`src/rtl/alu_issue_ctrl.sv`:
```
// alu_issue_ctrl: execute-stage issue controller driving an external ALU.
// Decodes MIPS ops, registers ALU results into EX/MEM, resolves branches, traps.

module alu_issue_ctrl #(
    parameter int RETIRE_W = 32
) (
    input  logic                clk,
    input  logic                reset,
    input  logic                in_valid,
    output logic                in_ready,
    input  logic [5:0]          opcode,
    input  logic [5:0]          funct,
    input  logic [31:0]         rs_val,
    input  logic [31:0]         rt_val,
    input  logic [15:0]         imm,
    input  logic [4:0]          shamt_in,
    input  logic [4:0]          rt_idx,
    input  logic [4:0]          rd_idx,
    input  logic [31:0]         pc,
    output logic [2:0]          alu_ctrl,
    output logic [31:0]         alu_a,
    output logic [31:0]         alu_b,
    output logic [4:0]          alu_shamt,
    input  logic [31:0]         alu_r,
    input  logic                alu_cout,
    input  logic                alu_ovf,
    input  logic                alu_ze,
    output logic                out_valid,
    input  logic                out_ready,
    output logic [31:0]         out_result,
    output logic [4:0]          out_dst,
    output logic                out_we,
    output logic                branch_taken,
    output logic [31:0]         branch_target,
    output logic                exc_valid,
    output logic [4:0]          exc_code,
    output logic [31:0]         exc_pc,
    input  logic                exc_ack,
    output logic [RETIRE_W-1:0] retire_cnt
);

    localparam logic [5:0] OP_RTYPE = 6'h00;
    localparam logic [5:0] OP_BEQ   = 6'h04;
    localparam logic [5:0] OP_BNE   = 6'h05;
    localparam logic [5:0] OP_ADDI  = 6'h08;
    localparam logic [5:0] OP_ADDIU = 6'h09;
    localparam logic [5:0] OP_SLTI  = 6'h0A;
    localparam logic [5:0] OP_SLTIU = 6'h0B;
    localparam logic [5:0] OP_ANDI  = 6'h0C;
    localparam logic [5:0] OP_ORI   = 6'h0D;

    localparam logic [5:0] FN_SLL  = 6'h00;
    localparam logic [5:0] FN_ADD  = 6'h20;
    localparam logic [5:0] FN_ADDU = 6'h21;
    localparam logic [5:0] FN_SUB  = 6'h22;
    localparam logic [5:0] FN_SUBU = 6'h23;
    localparam logic [5:0] FN_AND  = 6'h24;
    localparam logic [5:0] FN_OR   = 6'h25;
    localparam logic [5:0] FN_SLT  = 6'h2A;
    localparam logic [5:0] FN_SLTU = 6'h2B;

    localparam logic [2:0] ALU_AND  = 3'd0;
    localparam logic [2:0] ALU_OR   = 3'd1;
    localparam logic [2:0] ALU_ADD  = 3'd2;
    localparam logic [2:0] ALU_SLT  = 3'd3;
    localparam logic [2:0] ALU_ADDU = 3'd4;
    localparam logic [2:0] ALU_SLL  = 3'd5;
    localparam logic [2:0] ALU_SUB  = 3'd6;
    localparam logic [2:0] ALU_SLTU = 3'd7;

    localparam logic [4:0] EXC_ILLEGAL = 5'd10;
    localparam logic [4:0] EXC_OVF     = 5'd12;

    typedef enum logic [0:0] {
        RUN  = 1'b0,
        TRAP = 1'b1
    } state_t;

    state_t state;
    state_t state_next;

    logic [31:0] imm_sext;
    logic [31:0] imm_zext;
    logic [4:0]  dec_dst;
    logic        dec_branch;
    logic        dec_bne;
    logic        dec_ovf_chk;
    logic        dec_illegal;

    logic        accept;
    logic        out_fire;
    logic        slot_free;
    logic        trap_hit;
    logic        issue_ok;
    logic        take;
    logic [31:0] target;
    logic [4:0]  trap_code;

    // The carry flag has no consumer in this stage.
    logic        unused_cout;
    assign unused_cout = alu_cout;

    assign imm_sext = {{16{imm[15]}}, imm};
    assign imm_zext = {16'h0000, imm};

    // Combinational decode of the presented instruction into ALU controls.
    always_comb begin
        alu_ctrl    = ALU_AND;
        alu_a       = rs_val;
        alu_b       = rt_val;
        alu_shamt   = 5'd0;
        dec_dst     = 5'd0;
        dec_branch  = 1'b0;
        dec_bne     = 1'b0;
        dec_ovf_chk = 1'b0;
        dec_illegal = 1'b0;
        case (opcode)
            OP_RTYPE: begin
                dec_dst = rd_idx;
                case (funct)
                    FN_ADD: begin
                        alu_ctrl    = ALU_ADD;
                        dec_ovf_chk = 1'b1;
                    end
                    FN_ADDU: alu_ctrl = ALU_ADDU;
                    FN_SUB: begin
                        alu_ctrl    = ALU_SUB;
                        dec_ovf_chk = 1'b1;
                    end
                    FN_SUBU: alu_ctrl = ALU_SUB;
                    FN_AND:  alu_ctrl = ALU_AND;
                    FN_OR:   alu_ctrl = ALU_OR;
                    FN_SLT:  alu_ctrl = ALU_SLT;
                    FN_SLTU: alu_ctrl = ALU_SLTU;
                    FN_SLL: begin
                        alu_ctrl  = ALU_SLL;
                        alu_a     = rt_val;
                        alu_b     = 32'd0;
                        alu_shamt = shamt_in;
                    end
                    default: dec_illegal = 1'b1;
                endcase
            end
            OP_ADDI: begin
                alu_ctrl    = ALU_ADD;
                alu_b       = imm_sext;
                dec_dst     = rt_idx;
                dec_ovf_chk = 1'b1;
            end
            OP_ADDIU: begin
                alu_ctrl = ALU_ADDU;
                alu_b    = imm_sext;
                dec_dst  = rt_idx;
            end
            OP_SLTI: begin
                alu_ctrl = ALU_SLT;
                alu_b    = imm_sext;
                dec_dst  = rt_idx;
            end
            OP_SLTIU: begin
                alu_ctrl = ALU_SLTU;
                alu_b    = imm_sext;
                dec_dst  = rt_idx;
            end
            OP_ANDI: begin
                alu_ctrl = ALU_AND;
                alu_b    = imm_zext;
                dec_dst  = rt_idx;
            end
            OP_ORI: begin
                alu_ctrl = ALU_OR;
                alu_b    = imm_zext;
                dec_dst  = rt_idx;
            end
            OP_BEQ: begin
                alu_ctrl   = ALU_SUB;
                dec_branch = 1'b1;
            end
            OP_BNE: begin
                alu_ctrl   = ALU_SUB;
                dec_branch = 1'b1;
                dec_bne    = 1'b1;
            end
            default: dec_illegal = 1'b1;
        endcase
    end

    assign out_fire  = out_valid && out_ready;
    assign slot_free = !out_valid || out_ready;
    assign in_ready  = (state == RUN) && slot_free;
    assign accept    = in_valid && in_ready;

    assign trap_hit  = accept
                     && (dec_illegal || (dec_ovf_chk && alu_ovf));
    assign issue_ok  = accept && !trap_hit;
    assign trap_code = dec_illegal ? EXC_ILLEGAL : EXC_OVF;

    assign take   = dec_branch && (dec_bne ? !alu_ze : alu_ze);
    assign target = pc + 32'd4 + {imm_sext[29:0], 2'b00};

    // Run/trap state register.
    always_ff @(posedge clk) begin
        if (reset) begin
            state <= RUN;
        end else begin
            state <= state_next;
        end
    end

    // Next-state: enter TRAP on a faulting accept, leave on acknowledge.
    always_comb begin
        state_next = state;
        case (state)
            RUN: begin
                if (trap_hit) begin
                    state_next = TRAP;
                end
            end
            TRAP: begin
                if (exc_ack) begin
                    state_next = RUN;
                end
            end
            default: state_next = RUN;
        endcase
    end

    // EX/MEM entry: loads when the slot is free, holds during a stall.
    always_ff @(posedge clk) begin
        if (reset) begin
            out_valid     <= 1'b0;
            out_result    <= 32'd0;
            out_dst       <= 5'd0;
            out_we        <= 1'b0;
            branch_taken  <= 1'b0;
            branch_target <= 32'd0;
        end else if (slot_free) begin
            out_valid <= issue_ok;
            if (issue_ok) begin
                out_result    <= alu_r;
                out_dst       <= dec_dst;
                out_we        <= !dec_branch && (dec_dst != 5'd0);
                branch_taken  <= take;
                branch_target <= target;
            end else begin
                out_we       <= 1'b0;
                branch_taken <= 1'b0;
            end
        end
    end

    // Exception record: captured on trap, cleared by acknowledge.
    always_ff @(posedge clk) begin
        if (reset) begin
            exc_valid <= 1'b0;
            exc_code  <= 5'd0;
            exc_pc    <= 32'd0;
        end else if (trap_hit) begin
            exc_valid <= 1'b1;
            exc_code  <= trap_code;
            exc_pc    <= pc;
        end else if ((state == TRAP) && exc_ack) begin
            exc_valid <= 1'b0;
        end
    end

    // Count completed output handshakes, wrapping naturally.
    always_ff @(posedge clk) begin
        if (reset) begin
            retire_cnt <= '0;
        end else if (out_fire) begin
            retire_cnt <= retire_cnt + RETIRE_W'(1);
        end
    end

endmodule

```
`config.mk`:
```
export PLATFORM = sky130hd
export DESIGN_NAME = alu_issue_ctrl
export DESIGN_NICKNAME = d
export VERILOG_FILES = /design/src/rtl/alu_issue_ctrl.sv
export SDC_FILE = /design/constraint.sdc
export NUM_CORES = 1
export LEC_CHECK = 0
export CAP_MARGIN = 20
export CORE_MARGIN = 2
export CORE_UTILIZATION = 38
export CTS_CLUSTER_SIZE = 40
export DETAILED_ROUTE_END_ITERATION = 12
export GPL_TIMING_DRIVEN = 0
export PLACE_DENSITY = 0.78
export SLEW_MARGIN = 20
export SYNTH_ARGS = -nofsm -noshare
export SYNTH_HDL_FRONTEND = slang
export SYNTH_SLANG_ARGS = --single-unit
export TNS_END_PERCENT = 30
```
`constraint.sdc`:
```
create_clock -name clk -period 2.5 [get_ports clk]
set_input_delay 0.25 -clock clk [delete_from_list [all_inputs] [get_ports clk]]
set_output_delay 0.25 -clock clk [all_outputs]
set_load 0.01 [all_outputs]
```
==> impl_metrics.tcl, run 1 <==
set metrics [dict create \
    area_share_of_the_largest_cell_type_after_synthesis_pct 34.0 \
    critical-path-max-stage-delay_ns 0.41 \
    tritoncts_num_sinks 141 \
    layout.cells.non_filler 1815 \
    synth.lib_cells_used.distinct 63 \
    detail_route.vias_per_cell 5.28 \
    p_comb_share_pct 26.5 \
    placed_cells_incl_taps 1758 \
    p_int_uw 4890 \
    io-pin-count 394 \
    worst-endpoint-arrival_ns 2.81 \
    tightestPinTransition_ns 0.910 \
    critical_path_depth 11 \
    clock_tree_from_tritoncts "built" \
    fillCellCount 1886 \
    nNetsFinal 1756 \
    cpLargestDelayFamily "compound AO/OA/AOI/OAI gates" \
    insertion_delay_ns 0.44 \
    groute.layer.met3.usage_pct 6.90 \
    finalClockSkew_ns 0.00777 \
    routedWlPerCell_um 19.7 \
    min_period_ns 2.43 \
    mostFrequentLayoutCell "clkdlybuf4s50_1" \
    synth.largest_area_cell "dfxtp_1" \
    crit_path_max_fanout 3 \
    synth_enable_flop_cells 0 \
    floorplan.die.width_um 152 \
    clk_root_buffer_cell "clkbuf_16" \
    grt_pass1_vias 9518 \
    clock_power_share_pct 40.0 \
    vias 9585 \
    number_of_buffers_inserted_by_port_buffering 388 \
    dominantRegCellSynth "dfxtp_1" \
    worstPathCellList "buf_2 -> ha_4 -> ha_4 -> fa_2 -> a211oi_4 -> o21ai_2 -> o211ai_1 -> a21oi_2 -> o31a_1 -> a311oi_1 -> nand3b_1" \
    layout.cells.most_common_list "clkdlybuf4s50_1 (286), nand2_1 (270), dfxtp_1 (141)" \
    criticalPathCategory "in2reg" \
    synth_sequential_area_ratio_pct 34.0 \
    multi_input_area_um2 5690 \
    run_status "completed" \
    finalSetupViolations 0 \
    cts_hold_repair.buffers 0 \
    cp-end-kind "flop" \
    syn-mean-instance-area_um2 7.63 \
    grt_pass1_wl_mm 52.9 \
    setup_repair_after_global_routing_missed_its_margin "true" \
    cpMostUsedCell "ha_4" \
    drive_gt1_share_pct 13.1 \
    timing.max_slew.rel_slack_pct 38.8 \
    row_count 54 \
    hold_class "in2reg" \
    worstPathRequired_ns 2.88 \
    pwr_density_cell_nw_per_um2 505 \
    power_switching_share_pct 30.7 \
    timing_max_transition_violations_final 0 \
    timing.final.hold_violations 0 \
    crit_slowest_cell "fa_2" \
    area_growth_syn_to_layout_pct 68.1 \
    critical_path.n_buffers_inverters 1 \
    clk_pin_slew_worst_paths_ns 0.07 \
    post_synth_main_area_contributors "dfxtp_1 (34%), nand2_1 (12%), ha_1 (8.7%), a21oi_1 (5.9%), nor2_1 (4.8%)" \
    synth_async_sr_flop_share_pct 0 \
    ff2ff_path_depth 7 \
    gp_congestion 1.01 \
    timing.max_cap.violations 0 \
    start_util_pct 38.4 \
    htree_levels 4 \
    ys_warn_count 0 \
    grt_overflow 0 \
    final.period_utilization_pct 97.3 \
    worst_setup_path_start_kind "input pin" \
    synth_area_um2 8310 \
    initialDrtViolationCount 498 \
    gr_busiest_metal "met2" \
    gr-usage-met2_pct 50.5 \
    pin_count_of_the_biggest_net_entering_global_routing 18 \
    die_h_um 152 \
    max-vdd-ir-drop_v 0.000461 \
    layout_setup_ws_ns 0.0681 \
    min_delay_path_depth 3 \
    synthesis.instances 1089 \
    drt-total-wl_mm 35.8 \
    global_route.usage.met1_pct 33.8 \
    post-route-drc-count 0 \
    detail-route-antenna-nets 0 \
    post-place-ws_ns -1.35 \
    synth-seq-cells 141 \
    cts_inserted_buffers 17 \
    grt_antenna_before_repair 4 \
    finalHoldWorstSlack_ns 0.0915 \
    power.net_switching_uw 2160 \
    firstDrtPassIters 5 \
    area.sequential_um2 2820 \
    core_area_um2 21600 \
    post-dp-hpwl_mm 27.2 \
    max_freq_mhz 411 \
    leakagePower_uw 0.00590 \
    cts_max_path_buffers 2 \
    power.share.sequential_pct 33.5 \
    design.die.area_um2 23100 \
    track_usage_pct 29.1 \
]
through the flow:
step / area [um2] / power [uW] / utilization [%] / TNS [ns]
floorplan: 8310 / 3210 / - / 0
global placement: 12500 / 4030 / 58.0 / -80.03
detailed placement: 12500 / 4050 / 58.0 / -84.88
CTS: 13500 / 6910 / 62.5 / -0.615
global route: 14000 / 7320 / 64.6 / -0.0443
finish: 14000 / 7050 / 64.6 / 0
Yosys cell counts, drive strengths merged, types with 25 or more instances:
library cell,number
clkbuf,34
dfxtp,141
o21ai,40
nand3,25
nor2,106
xor2,29
ha,58
mux2i,32
buf,29
a21oi,98
nand2,275
a21o,26
metal layers:
metal,vias up,share of wire (%)
met4,0,4.3
li1,4620,-
met5,-,0
met2,428,48
met3,84,6.7
met1,4453,41
tightest hold or removal path: cells and delay by family:
kind	cells	cell delay [ns]
muxes	1	0.06
buffers and inverters	1	0.09
and+or+nand+nor	1	0.09
cell type report:
cell class,instances,area share (%)
Multi-Input combinational cell,874,40.7
Antenna cell,4,0.0717
Timing Repair Buffer,413,28.5
Buffer,59,3.05
Sequential cell,141,20.2
Clock inverter,15,1.57
Inverter,12,0.323
Tap cell,280,2.51
Clock buffer,17,3.05
flip-flops by register name, indices dropped and copies added (netlist names):
signal	flops
out_valid	1
out_we	1
retire_cnt	32
exc_pc	32
out_result	32
branch_target	32
state	1
out_dst	5
exc_code	3
branch_taken	1
exc_valid	1
kinds of logic after synthesis:
| family | count (synthesis) | synth area share (%) |
|---|---|---|
| AO/OA/AOI/OAI | 228 | 17.0 |
| XOR/XNOR | 46 | 4.85 |
| adder cells (fa/ha/maj) | 60 | 9.10 |
| buffers and inverters | 75 | 4.23 |
| flip-flops | 141 | 34.0 |
| multiplexers | 33 | 3.99 |
| other | 1 | 0.0451 |
| AND/OR/NAND/NOR | 505 | 26.9 |
repair_timing:
item | in CTS | in global routing
gates resized for setup | 226 | 98
buffers inserted | 16 | 7
cloned | 2 | 0
pin swaps | 19 | 40
endpoints found under the setup margin | 88 | 65
path summary, 6_finish.rpt:
kind	start	slack (ns)	to
max	pc[3]	0.07	branch_target[31]
min	pc[2]	0.09	exc_pc[2]
max reg2reg	retire_cnt[2]	0.16	retire_cnt[27]
min reg2reg	out_result[3]	0.45	out_result[3]
power groups by stage:
stage / combinational [uW] / sequential [uW] / clock (uW)
after floorplan: 777 / 2430 / 0
after global placement: 1630 / 2410 / 0
after detailed placement: 1640 / 2410 / 0
after CTS: 1710 / 2360 / 2850
after global routing: 2010 / 2370 / 2940
final: 1870 / 2360 / 2820
(Power assumes the default switching activity.)
==> run 2: changes to the inputs <==
Settings changed: CAP_MARGIN 20 to default, SLEW_MARGIN 20 to default.
==> results of run 2 <==
Final layout, timing and power as in run 1 (identical DEF).
==> run 3: changes to the inputs <==
Settings changed: SKIP_CTS_REPAIR_TIMING from default to 1.
==> impl_metrics.tcl, run 3 (synthesized netlist as in run 1, its figures left out) <==
set metrics [dict create \
    run_status "finished, violations left" \
    violations_in_the_final_reports "setup timing" \
    pwr_density_cell_nw_per_um2 502 \
    tritoncts_num_sinks 141 \
    final.period_utilization_pct 109 \
    layout.cells.non_filler 1804 \
    cts_inserted_buffers 17 \
    cp-end-kind "flop" \
    finalClockSkew_ns 0.00840 \
    multi_input_area_um2 5330 \
    initialDrtViolationCount 510 \
    timing_max_transition_violations_final 0 \
    leakagePower_uw 0.00619 \
    clk_root_buffer_cell "clkbuf_16" \
    floorplan.die.width_um 152 \
    detail_route.vias_per_cell 5.25 \
    routedWlPerCell_um 19.3 \
    core_area_um2 21600 \
    placed_cells_incl_taps 1758 \
    r2r_slack_ns 0.16 \
    post-route-drc-count 0 \
    mostFrequentLayoutCell "clkdlybuf4s50_1" \
    clk_pin_slew_worst_paths_ns 0.07 \
    beginning_of_the_critical_path "pc[11]" \
    grt_overflow 0 \
    worst_setup_path_start_kind "input pin" \
    timing.max_slew.rel_slack_pct 36.3 \
    grt_pass1_wl_mm 51.7 \
    drive_gt1_share_pct 9.08 \
    vias 9468 \
    gp_congestion 1.01 \
    start_util_pct 38.4 \
    timing.rr.end "retire_cnt[27]" \
    area_growth_syn_to_layout_pct 65.2 \
    firstDrtPassIters 5 \
    tightestPinTransition_ns 0.946 \
    io-pin-count 394 \
    nNetsFinal 1745 \
    cp-endpoint "branch_target[30]" \
    layout.cells.most_common_list "clkdlybuf4s50_1 (309), nand2_1 (270), dfxtp_1 (141)" \
    grt_antenna_before_repair 3 \
    post-place-ws_ns -1.35 \
    finalHoldWorstSlack_ns 0.147 \
    setup_repair_after_global_routing_missed_its_margin "true" \
    drt-total-wl_mm 34.9 \
    worst-endpoint-arrival_ns 3.07 \
    timing.max_cap.violations 0 \
    fillCellCount 1901 \
    layout.core_utilization_pct 63.5 \
    design.die.area_um2 23100 \
    clock_tree_from_tritoncts "built" \
    finalSetupViolations 8 \
    layout_setup_ws_ns -0.217 \
    fin_tns_setup_ns -0.854 \
    cts_max_path_buffers 2 \
    grt_pass1_vias 9309 \
    criticalPathCategory "in2reg" \
    number_of_buffers_inserted_by_port_buffering 388 \
    row_count 54 \
    detail-route-antenna-nets 0 \
    min_period_ns 2.72 \
    htree_levels 4 \
    pin_count_of_the_biggest_net_entering_global_routing 18 \
    timing.final.hold_violations 0 \
    max_freq_mhz 368 \
    insertion_delay_ns 0.43 \
    area.sequential_um2 2820 \
    track_usage_pct 28.4 \
    die_h_um 152 \
    hold_class "in2reg" \
    post-dp-hpwl_mm 27.2 \
    max-vdd-ir-drop_v 0.000460 \
    ff2ff_path_depth 7 \
    r2r-start "retire_cnt[2]" \
    worstPathRequired_ns 2.85 \
    crit_path_max_fanout 5 \
]
==> run 3: cell types whose count changed in the layout (fill, tap and decap cells not counted), moves of 19 or more <==
cell | previous run | this run
dlygate4sd2_1 | 41 | 0
ha_4 | 26 | 2
clkdlybuf4s50_1 | 286 | 309
buf_2 | 29 | 10
ha_1 | 30 | 50
dlymetal6s2s_1 | 25 | 72
==> run 3: power breakdown <==
| group | internal, uW | switching (uW) | total, uW |
|---|---|---|---|
| sequential | 2320 | 40.4 | 2360 |
| clock | 1630 | 1180 | 2810 |
| combinational | 849 | 864 | 1710 |
| total | 4800 | 2080 | 6880 |
==> run 3: per-layer routing <==
| metal | vias up | wire [um] | share of wire [%] | GRT usage [%] |
|---|---|---|---|---|
| met5 | - | 0 | 0 | 0 |
| met4 | 0 | 1340 | 3.8 | 12.1 |
| met3 | 75 | 2330 | 6.7 | 6.82 |
| met2 | 413 | 17000 | 49 | 49.2 |
| met1 | 4380 | 14200 | 41 | 33.6 |
| li1 | 4600 | - | - | - |
==> run 3: worst min-delay path by stage <==
stage                              from                to  slack (ns)  cells past startpoint
after detailed placement  out_result[3]     out_result[3]        0.45                      2
after global placement      exc_code[3]       exc_code[3]        0.43                      2
after global routing             pc[13]        exc_pc[13]        0.17                      3
after CTS                     alu_r[21]    out_result[21]        0.35                      3
after floorplan                   pc[0]  branch_target[0]        0.39                      2
final                             pc[2]         exc_pc[2]        0.15                      3
==> run 3: metrics by stage <==
step           power [uW]  instance area, um2
2_1_floorplan        3210                8310
3_3_place_gp         4030               12500
3_5_place_dp         4050               12500
4_1_cts              6860               13200
5_1_grt              7150               13700
6_report             6880               13700
==> run 3: area by class of cell <==
type | instances | area share [%]
multi-input combinational | 874 | 38.9
timing repair buffer | 400 | 30.1
tap | 280 | 2.55
clock buffer | 17 | 3.10
sequential | 141 | 20.6
buffer | 61 | 2.79
antenna | 4 | 0.0729
inverter | 12 | 0.328
clock inverter | 15 | 1.60
==> run 3: worst max-delay path, stage by stage <==
cell	delay [ns]
clkdlybuf4s50_1	0.51
ha_1	0.25
ha_1	0.38
nand4_1	0.28
buf_4	0.24
o221ai_1	0.25
o2111ai_1	0.23
a21oi_1	0.22
mux2_2	0.35
o22ai_1	0.11
